--- src/rtl/pipe_stage_hs.sv ---
// Generic pipeline stage register with valid/ready handshake, synchronous
// flush and an optional 2-entry skid buffer that registers in_ready.
module pipe_stage_hs #(
  parameter int unsigned WIDTH = 32,
  parameter int unsigned SKID  = 1
) (
  input  logic             clk,
  input  logic             reset,
  input  logic             clear,
  input  logic             in_valid,
  output logic             in_ready,
  input  logic [WIDTH-1:0] in_data,
  output logic             out_valid,
  input  logic             out_ready,
  output logic [WIDTH-1:0] out_data,
  output logic [1:0]       occupancy
);

  localparam logic [1:0] ST_EMPTY = 2'd0;
  localparam logic [1:0] ST_ONE   = 2'd1;
  localparam logic [1:0] ST_TWO   = 2'd2;

  logic [1:0]       occ_q;
  logic [1:0]       occ_d;
  logic             valid_q;
  logic             ready_q;
  logic [WIDTH-1:0] main_q;
  logic [WIDTH-1:0] main_d;
  logic [WIDTH-1:0] skid_q;
  logic [WIDTH-1:0] skid_d;
  logic             in_fire_c;
  logic             out_fire_c;

  // Without skid, ready passes straight through; with skid it comes from a flop.
  assign in_ready   = (SKID != 0) ? ready_q : (~valid_q | out_ready);
  assign in_fire_c  = in_valid & in_ready;
  assign out_fire_c = valid_q & out_ready;

  assign out_valid  = valid_q;
  assign out_data   = main_q;
  assign occupancy  = occ_q;

  // State and payload registers; ready/valid are decoded from next state.
  always_ff @(posedge clk or negedge reset) begin
    if (!reset) begin
      occ_q   <= ST_EMPTY;
      valid_q <= 1'b0;
      ready_q <= 1'b1;
      main_q  <= '0;
      skid_q  <= '0;
    end else begin
      occ_q   <= occ_d;
      valid_q <= (occ_d != ST_EMPTY);
      ready_q <= (occ_d != ST_TWO);
      main_q  <= main_d;
      skid_q  <= skid_d;
    end
  end

  // Next-state: clear wins over handshake; skid mode adds the TWO state.
  always_comb begin
    occ_d  = occ_q;
    main_d = main_q;
    skid_d = skid_q;
    if (clear) begin
      occ_d  = ST_EMPTY;
      main_d = '0;
      skid_d = '0;
    end else if (SKID == 0) begin
      if (in_fire_c) begin
        occ_d  = ST_ONE;
        main_d = in_data;
      end else if (out_fire_c) begin
        occ_d = ST_EMPTY;
      end
    end else begin
      case (occ_q)
        ST_EMPTY: begin
          if (in_fire_c) begin
            occ_d  = ST_ONE;
            main_d = in_data;
          end
        end
        ST_ONE: begin
          if (in_fire_c && out_fire_c) begin
            main_d = in_data;
          end else if (in_fire_c) begin
            occ_d  = ST_TWO;
            skid_d = in_data;
          end else if (out_fire_c) begin
            occ_d = ST_EMPTY;
          end
        end
        ST_TWO: begin
          if (out_fire_c) begin
            occ_d  = ST_ONE;
            main_d = skid_q;
          end
        end
        default: begin
          occ_d = ST_EMPTY;
        end
      endcase
    end
  end

endmodule

--- config.mk ---
export PLATFORM = sky130hd
export DESIGN_NAME = pipe_stage_hs
export DESIGN_NICKNAME = d
export VERILOG_FILES = /design/src/rtl/pipe_stage_hs.sv
export SDC_FILE = /design/constraint.sdc
export NUM_CORES = 1
export LEC_CHECK = 0
export ABC_AREA = 1
export BUFFER_PORTS_ARGS = -buffer_cell sky130_fd_sc_hd__buf_2
export CAP_MARGIN = 15
export CORE_ASPECT_RATIO = 1.5
export CORE_MARGIN = 10
export CORE_UTILIZATION = 40
export DETAILED_ROUTE_END_ITERATION = 8
export MAX_ROUTING_LAYER = met4
export PLACE_DENSITY = 0.59
export SYNTH_ARGS = -nofsm -noshare
export SYNTH_HDL_FRONTEND = slang
export SYNTH_SLANG_ARGS = --single-unit
--- constraint.sdc ---
create_clock -name clk -period 3.3 [get_ports clk]
set_input_delay 0.33 -clock clk [delete_from_list [all_inputs] [get_ports clk]]
set_output_delay 0.33 -clock clk [all_outputs]
set_load 0.05 [all_outputs]
==> results of run 1 <==
## final timing paths
| check | endpoint | cells past startpoint |
|---|---|---|
| setup / recovery | out_data[6] | 7 |
| min in group clk | skid_q[18] | 3 |
| max in group asynchronous | skid_q[0] | 1 |
| setup reg to reg | out_data[6] | 7 |
| hold / removal | out_data[8] | 1 |
| hold reg to reg | out_data[1] | 2 |
## worst max-delay path: stages (launching register included)
cell	delay [ps]
dfrtp_1	900
inv_2	130
nand2_2	140
nor2_4	70
nor2_8	400
nand2_8	270
nand2_1	130
nand2_1	50
## cells by family after synthesis
kind of cell           Yosys count  synth area share [%]
and+or+nand+nor                279                 37.67
DFF                             68                 50.41
buffers and inverters           38                 6.741
AOI/OAI and AO/OA               35                 5.185
## placed cells by master (no fill, tap or decap), types with 3 or more instances in the layout
| cell type | synthesis | final |
|---|---|---|
| clkbuf_16 | 0 | 9 |
| nand3_1 | 100 | 100 |
| inv_1 | 3 | 3 |
| dfrtp_1 | 67 | 67 |
| buf_4 | 6 | 7 |
| buf_2 | 18 | 71 |
| clkinv_2 | 0 | 3 |
| nand2_2 | 13 | 13 |
| nand2_1 | 158 | 158 |
| a21oi_1 | 34 | 34 |
## cell type report
class / instances / area (µm²) / share of cell area, %
Clock buffer: 9 / 225.2 / 5.583
Clock inverter: 7 / 91.34 / 2.264
Sequential cell: 68 / 1703 / 42.21
Tap cell: 107 / 133.9 / 3.319
Inverter: 6 / 25.02 / 0.6203
Multi-Input combinational cell: 314 / 1448 / 35.89
Timing Repair Buffer: 78 / 407.9 / 10.11
## flip-flops by register name, summed over array words and instances, names as in the netlist
| signal | flops |
|---|---|
| in_ready | 1 |
| occupancy | 2 |
| out_data | 32 |
| out_valid | 1 |
| skid_q | 32 |
## cell usage after synthesis
cell / n
a21oi_1: 34
buf_2: 18
buf_4: 6
buf_6: 5
clkbuf_1: 3
dfrtp_1: 67
dfstp_2: 1
inv_1: 3
inv_2: 2
inv_4: 1
nand2_1: 158
nand2_2: 13
nand2_4: 1
nand2_8: 1
nand3_1: 100
nor2_1: 2
nor2_4: 2
nor2_8: 1
nor3_4: 1
o21ai_0: 1
## per-stage QoR
| stage | area (µm²) | cells | setup WS, ps | util [%] |
|---|---|---|---|---|
| finish | 4034 | 589 | 1077 | 48.54 |
| CTS | 4034 | 589 | 1087 | 48.54 |
| global route | 4034 | 589 | 900.4 | 48.54 |
| detailed placement | 3717 | 573 | 1099 | 44.73 |
| global placement | 3717 | 573 | 1188 | 44.73 |
| floorplan | 3378 | 420 | 1667 | - |
## power breakdown
group	switching (W)	leakage, nW	internal, W
Sequential	0.0000737	0.906	0.000945
Clock	0.000365	0.155	0.000658
Combinational	0.000594	1.16	0.000166
Total	0.00103	2.22	0.00177
## routing by layer
metal / up-vias / GRT usage (%) / wire [µm]
li1: 1490 / - / -
met1: 1443 / 18.44 / 3970
met2: 89 / 24.31 / 4572
met3: 10 / 4.530 / 602
met4: 0 / 6.928 / 153
met5: - / - / 0
==> results.txt, run 1 <==
----------------------------------------------------
[Detailed routing]
  Sum of routed wire length over all layers ... 9.299 mm
  Violation count after the first detailed-route iteration ... 169
  DR vias ... 3032
  Antenna viol nets, final ... 0
  Average wire length per cell after detail routing ... 15.79 µm
  Drc violations ... 0
  1st-pass router iterations ... 4
  DR vias/cell ... 5.148

[Critical path]
  Worst-case register-to-register setup slack ... 1080 ps
  Reg2reg start ... occupancy[1]
  Worst Setup SP ... occupancy[1]
  Required time of the critical path ... 3520 ps
  Setup CP Type ... reg -> reg
  Setup crit end kind ... register
  Data arrival time of the critical path ... 2450 ps
  Worst-path fanout max ... 33
  Critical Path Source Type ... register

[Timing]
  Final worst hold slack ... 102.8 ps
  Final setup violation count ... 0
  Final period demand of the worst path ... 2223 ps
  Setup repair after global routing missed its margin ... no
  Count of final hold-check violations ... 0
  Worst rel slew slack ... 41.97%
  Highest clock frequency the design can meet ... 0.4498 GHz
  Final TNS setup ... 0 ps
  Clock tree skew after final layout ... 6.616 ps
  Tightest Pin Transition ... 870.5 ps
  Final worst path period share ... 67.37%
  Max-slew violation count ... 0

[Clocking]
  CTS tree ... built
  CTS-repair resized insts ... 0
  Deepest clock path buffer count ... 2
  Clk Tree Root Cell ... clkbuf_16
  Post-CTS Repair Setup Buffers ... 0
  CTS hold repair buffers ... 0
  Clock tree sinks ... 68
  Total clock buffers created by CTS ... 9
  Clock Latency Late Sink ... 340 ps
  Clock transition at path regs ... 50 ps
  H-Tree Level Count ... 3

[Logic synthesis]
  Count of unique library cells instantiated by Yosys ... 20
  Number of synthesized register bits ... 68
  Warning count from the yosys run ... 0
  Mapped Cells ... 420
  Sequential share of the synthesized area ... 50.41%
  Average cell area after synthesis ... 8.043 µm²
  Cell type with the largest total area after synthesis ... dfrtp_1
  Syn Nets ... 457
  Top cells by area in the synthesized netlist ... dfrtp_1 50%, nand2_1 18%, nand3_1 15%
  Top cell type's share of synthesized area ... 49.63%
  Post-synthesis instance area ... 3378 µm²

[Floorplanning]
  Area inside the core boundary ... 8310 µm²
  Initial core utilization ... 40.65%
  IO Count ... 73
  Die Y-Extent ... 132.6 µm
  Die Outline Area ... 12600 µm²
  Overall die width ... 95.04 µm
  Number of placement rows ... 41

[GRT]
  Maximum number of pins on one net before global-route repair ... 69
  Number of antenna violations at the first check in global routing ... 0
  Number of global-route vias before repair ... 3074
  Total routing resource utilization after global routing ... 15.73%
  Global route overflow ... 0
  Global-route wire length before repair ... 15.35 mm

[Layout]
  Layout filler cell count ... 857
  Synthesis-to-layout area growth ... 19.41%
  Nets ... 514
  Final antenna diode count ... 0
  Share of cells above drive strength 1 ... 24.27%

[Power and ir drop]
  Static leakage ... 2.223 nW
  Pwr per Cell Area ... 694.2 nW/µm²
  Final Total Pwr ... 0.002800 W
  Worst vdd rail ir drop ... 322.9 µV

[Placed design]
  Global placer's final weighted congestion ... 0.8451
  I/O Buffers ... 72
  Post-detailed-placement half-perimeter wirelength ... 6.040 mm

[Flow run]
  MaxCap Viol Count ... 0

[Status]
  Status ... completed

[Worst hold path]
  Worst min path class ... in -> async

----------------------------------------------------
Power figures use the tool's default switching activity.
==> inputs of run 2 (changes only) <==
--- a/config.mk
+++ b/config.mk
@@ -5,7 +5,7 @@
 export SDC_FILE = /design/constraint.sdc
 export NUM_CORES = 1
 export LEC_CHECK = 0
-export ABC_AREA = 1
+export ABC_AREA = 0
 export BUFFER_PORTS_ARGS = -buffer_cell sky130_fd_sc_hd__buf_2
 export CAP_MARGIN = 15
 export CORE_ASPECT_RATIO = 1.5
==> constraint.sdc (replaced) <==
create_clock -name clk -period 2.3 [get_ports clk]
set_input_delay 0.23 -clock clk [delete_from_list [all_inputs] [get_ports clk]]
set_output_delay 0.23 -clock clk [all_outputs]
set_load 0.05 [all_outputs]
==> results.txt, run 2 <==
----------------------------------------------------
[Status]
  Status ... completed

[Detailed routing]
  1st-pass router iterations ... 4 (unchanged)
  Antenna viol nets, final ... 0 (unchanged)
  Violation count after the first detailed-route iteration ... 160 (-5.3%)
  Sum of routed wire length over all layers ... 9.136 mm (-1.8%)
  Average wire length per cell after detail routing ... 18.80 µm (+19%)
  DR vias ... 2724 (-10%)
  Drc violations ... 0 (unchanged)
  DR vias/cell ... 5.605 (+8.9%)

[Power and ir drop]
  Worst vdd rail ir drop ... 403.4 µV (+25%)
  Cell-internal power ... 0.002472 W (+40%)
  Proportion of power drawn by combinational gates ... 24.2% (-2.9 points)
  Pwr per Cell Area ... 892.5 nW/µm² (+29%)
  Final Total Pwr ... 0.003637 W (+30%)
  Switching Fraction ... 32.03% (-4.8 points)
  Static leakage ... 1.732 nW (-22%)
  Share of total power in sequential cells ... 37.4% (+1.0 points)
  Clock network power share ... 38.4% (+1.9 points)
  Switching power total ... 0.001165 W (+13%)

[Timing]
  Worst rel slew slack ... 42.11% (+0.15 points)
  Final TNS setup ... 0 ps (unchanged)
  Tightest Pin Transition ... 868.3 ps (-2.224 ps)
  Final period demand of the worst path ... 1717 ps (-506.4 ps)
  Final setup violation count ... 0 (unchanged)
  Clock tree skew after final layout ... 2.046 ps (-4.571 ps)
  Max-slew violation count ... 0 (unchanged)
  Highest clock frequency the design can meet ... 0.5825 GHz (+30%)
  Setup repair after global routing missed its margin ... no
  Count of final hold-check violations ... 0 (unchanged)
  Final worst path period share ... 74.64% (+7.3 points)

[Floorplanning]
  Overall die width ... 95.08 µm (about the same)
  Die Y-Extent ... 132.6 µm (about the same)
  Number of placement rows ... 41 (unchanged)
  Die Outline Area ... 12610 µm² (about the same)
  Initial core utilization ... 40.70% (+0.045 points)
  Area inside the core boundary ... 8310 µm² (unchanged)
  IO Count ... 73 (unchanged)

[Logic synthesis]
  Share of synthesized flip-flops with an asynchronous set or reset ... 100.0% (unchanged)
  Most instantiated library cell after synthesis ... dfrtp_1
  Post-synth EDFFs ... 0 (unchanged)
  Synth top cells by count ... 67 x dfrtp_1, 60 x a211oi_1, 36 x a21oi_1
  Count of unique library cells instantiated by Yosys ... 26 (+30%)
  Commonest register cell after synthesis ... dfrtp_1
  Mapped Cells ... 320 (-24%)
  Sequential share of the synthesized area ... 50.35% (-0.056 points)
  Top cells by area in the synthesized netlist ... dfrtp_1 50%, a211oi_1 13%, mux2i_1 9.5%
  Average cell area after synthesis ... 10.57 µm² (+31%)
  Syn Nets ... 357 (-22%)
  Top cell type's share of synthesized area ... 49.57% (-0.055 points)
  Warning count from the yosys run ... 0 (unchanged)
  Post-synthesis instance area ... 3382 µm² (+0.11%)
  Cell type with the largest total area after synthesis ... dfrtp_1
  Number of synthesized register bits ... 68 (unchanged)

[GRT]
  Total routing resource utilization after global routing ... 15.56% (-0.17 points)
  Maximum number of pins on one net before global-route repair ... 69 (unchanged)
  Number of global-route vias before repair ... 2949 (-4.1%)
  Global-route wire length before repair ... 15.41 mm (+0.36%)
  Number of antenna violations at the first check in global routing ... 0 (unchanged)
  Global route overflow ... 0 (unchanged)

[Critical path]
  Required time of the critical path ... 2480 ps (-1040 ps)
  Worst reg2reg endpoint ... out_data[20]
  Data arrival time of the critical path ... 1900 ps (-550 ps)
  Worst-path fanout max ... 16 (-52%)
  Highest-delay cell along the critical path ... dfstp_2
  Cell chain of the critical path ... nand3b_1, o22ai_4, buf_4, a211oi_1
  Bufs and invs on worst path ... 1 (unchanged)
  Delay of the slowest cell on the worst path ... 560 ps (-340 ps)
  Worst Setup SP ... in_ready
  R2r worst-path depth ... 4 (-3)
  Critical Path Source Type ... register
  Number of gates on the worst path with buffers counted ... 4 (-3)
  Dominant delay contributor by cell family on the critical path ... flip-flops
  Worst-case register-to-register setup slack ... 580 ps (-490 ps)
  Reg2reg start ... in_ready
  Capture point of the worst path ... out_data[20]
  Setup CP Type ... reg -> reg
  Setup crit end kind ... register

[Layout]
  Synthesis-to-layout area growth ... 20.50%
  Share of cells above drive strength 1 ... 27.97% (+3.7 points)
  Final antenna diode count ... 0 (unchanged)
  Leading cell types in the layout, fill and taps excluded ... 71 x buf_2, 67 x dfrtp_1, 60 x a211oi_1
  Nets ... 412 (-20%)
  Most common cell after layout, fill and taps aside ... buf_2

[Clocking]
  H-Tree Level Count ... 3 (unchanged)
  Clock Latency Late Sink ... 320 ps (-20 ps)
  CTS hold repair buffers ... 0 (unchanged)
  Clock tree sinks ... 68 (unchanged)
  CTS-repair resized insts ... 0 (unchanged)
  Clk Tree Root Cell ... clkbuf_16
  Post-CTS Repair Setup Buffers ... 0 (unchanged)
  Deepest clock path buffer count ... 2 (unchanged)
  CTS tree ... built
  Total clock buffers created by CTS ... 9 (unchanged)
  Clock transition at path regs ... 50 ps (about the same)

[Placed design]
  Global placer's final weighted congestion ... 0.7231 (-14%)
  I/O Buffers ... 72 (unchanged)
  Post-detailed-placement half-perimeter wirelength ... 5.796 mm (-4.0%)

[Worst hold path]
  Worst min path class ... in -> async

[Flow run]
  MaxCap Viol Count ... 0 (unchanged)

----------------------------------------------------
-- run 2: worst min path at each step --
| stage | slack (ps) | from | depth (start not counted) | endpoint |
|---|---|---|---|---|
| global placement | 400 | reset | 1 | skid_q[6] |
| detailed placement | 400 | reset | 1 | skid_q[6] |
| finish | 30 | reset | 1 | skid_q[6] |
| global route | 90 | reset | 1 | skid_q[6] |
| CTS | 50 | reset | 1 | skid_q[6] |
| floorplan | -70 | reset | 0 | occupancy[0] |
-- run 2: per-stage QoR --
| step | util [%] | instances | instance area [µm²] | hold slack [ps] | worst slack [ps] |
|---|---|---|---|---|---|
| detailed placement | 45.38 | 471 | 3771 | 401.9 | 564.3 |
| global placement | 45.38 | 471 | 3771 | 403.7 | 627.7 |
| CTS | 49.04 | 486 | 4075 | 54.51 | 567.8 |
| global route | 49.04 | 486 | 4075 | 85.61 | 453.0 |
| floorplan | - | 320 | 3382 | -65.59 | 606.3 |
| finish | 49.04 | 486 | 4075 | 26.10 | 583.3 |
-- run 2: cell families (layout without fill, tap and decap cells) --
kind of cell	Yosys count	count (layout)	synth area share (%)
flops	68	68	50.35
compound gates	139	139	27.01
mux	32	32	9.471
buf+inv	39	98	6.659
simple gates	42	42	6.511
-- run 2: worst reg2reg max path: cells and delay by family (launching register included) --
kind	cells	cell delay, ps
and+or+nand+nor	1	340
buffers and inverters	1	270
DFF	1	560
AOI/OAI and AO/OA	2	400
-- run 2: layer usage --
metal / GRT usage [%] / vias up / share of wire, % / routed length (µm)
met1: 19.00 / 1346 / 44 / 4058
met5: - / - / 0 / 0
li1: - / 1318 / - / -
met4: 6.010 / 0 / 1.6 / 144
met2: 23.95 / 51 / 50 / 4524
met3: 3.851 / 9 / 4.5 / 409
-- run 2: layout make-up --
cell class              instances  area [µm²]
clock buffers                  14       274.0
well taps                     107       133.9
clock inverters                 1       30.03
flip-flops and latches         68        1703
repair buffers                 83       470.5
fillers                       823        4235
multi-input cells             213        1464
-- run 2: power groups by stage --
stage	Sequential, W	Clock (W)	Combinational [W]
3_5_place_dp	0.00138	0	0.000888
6_report	0.00136	0.00140	0.000879
3_3_place_gp	0.00138	0	0.000880
2_1_floorplan	0.00164	0	0.000376
4_1_cts	0.00136	0.00142	0.000889
5_1_grt	0.00137	0.00147	0.000952
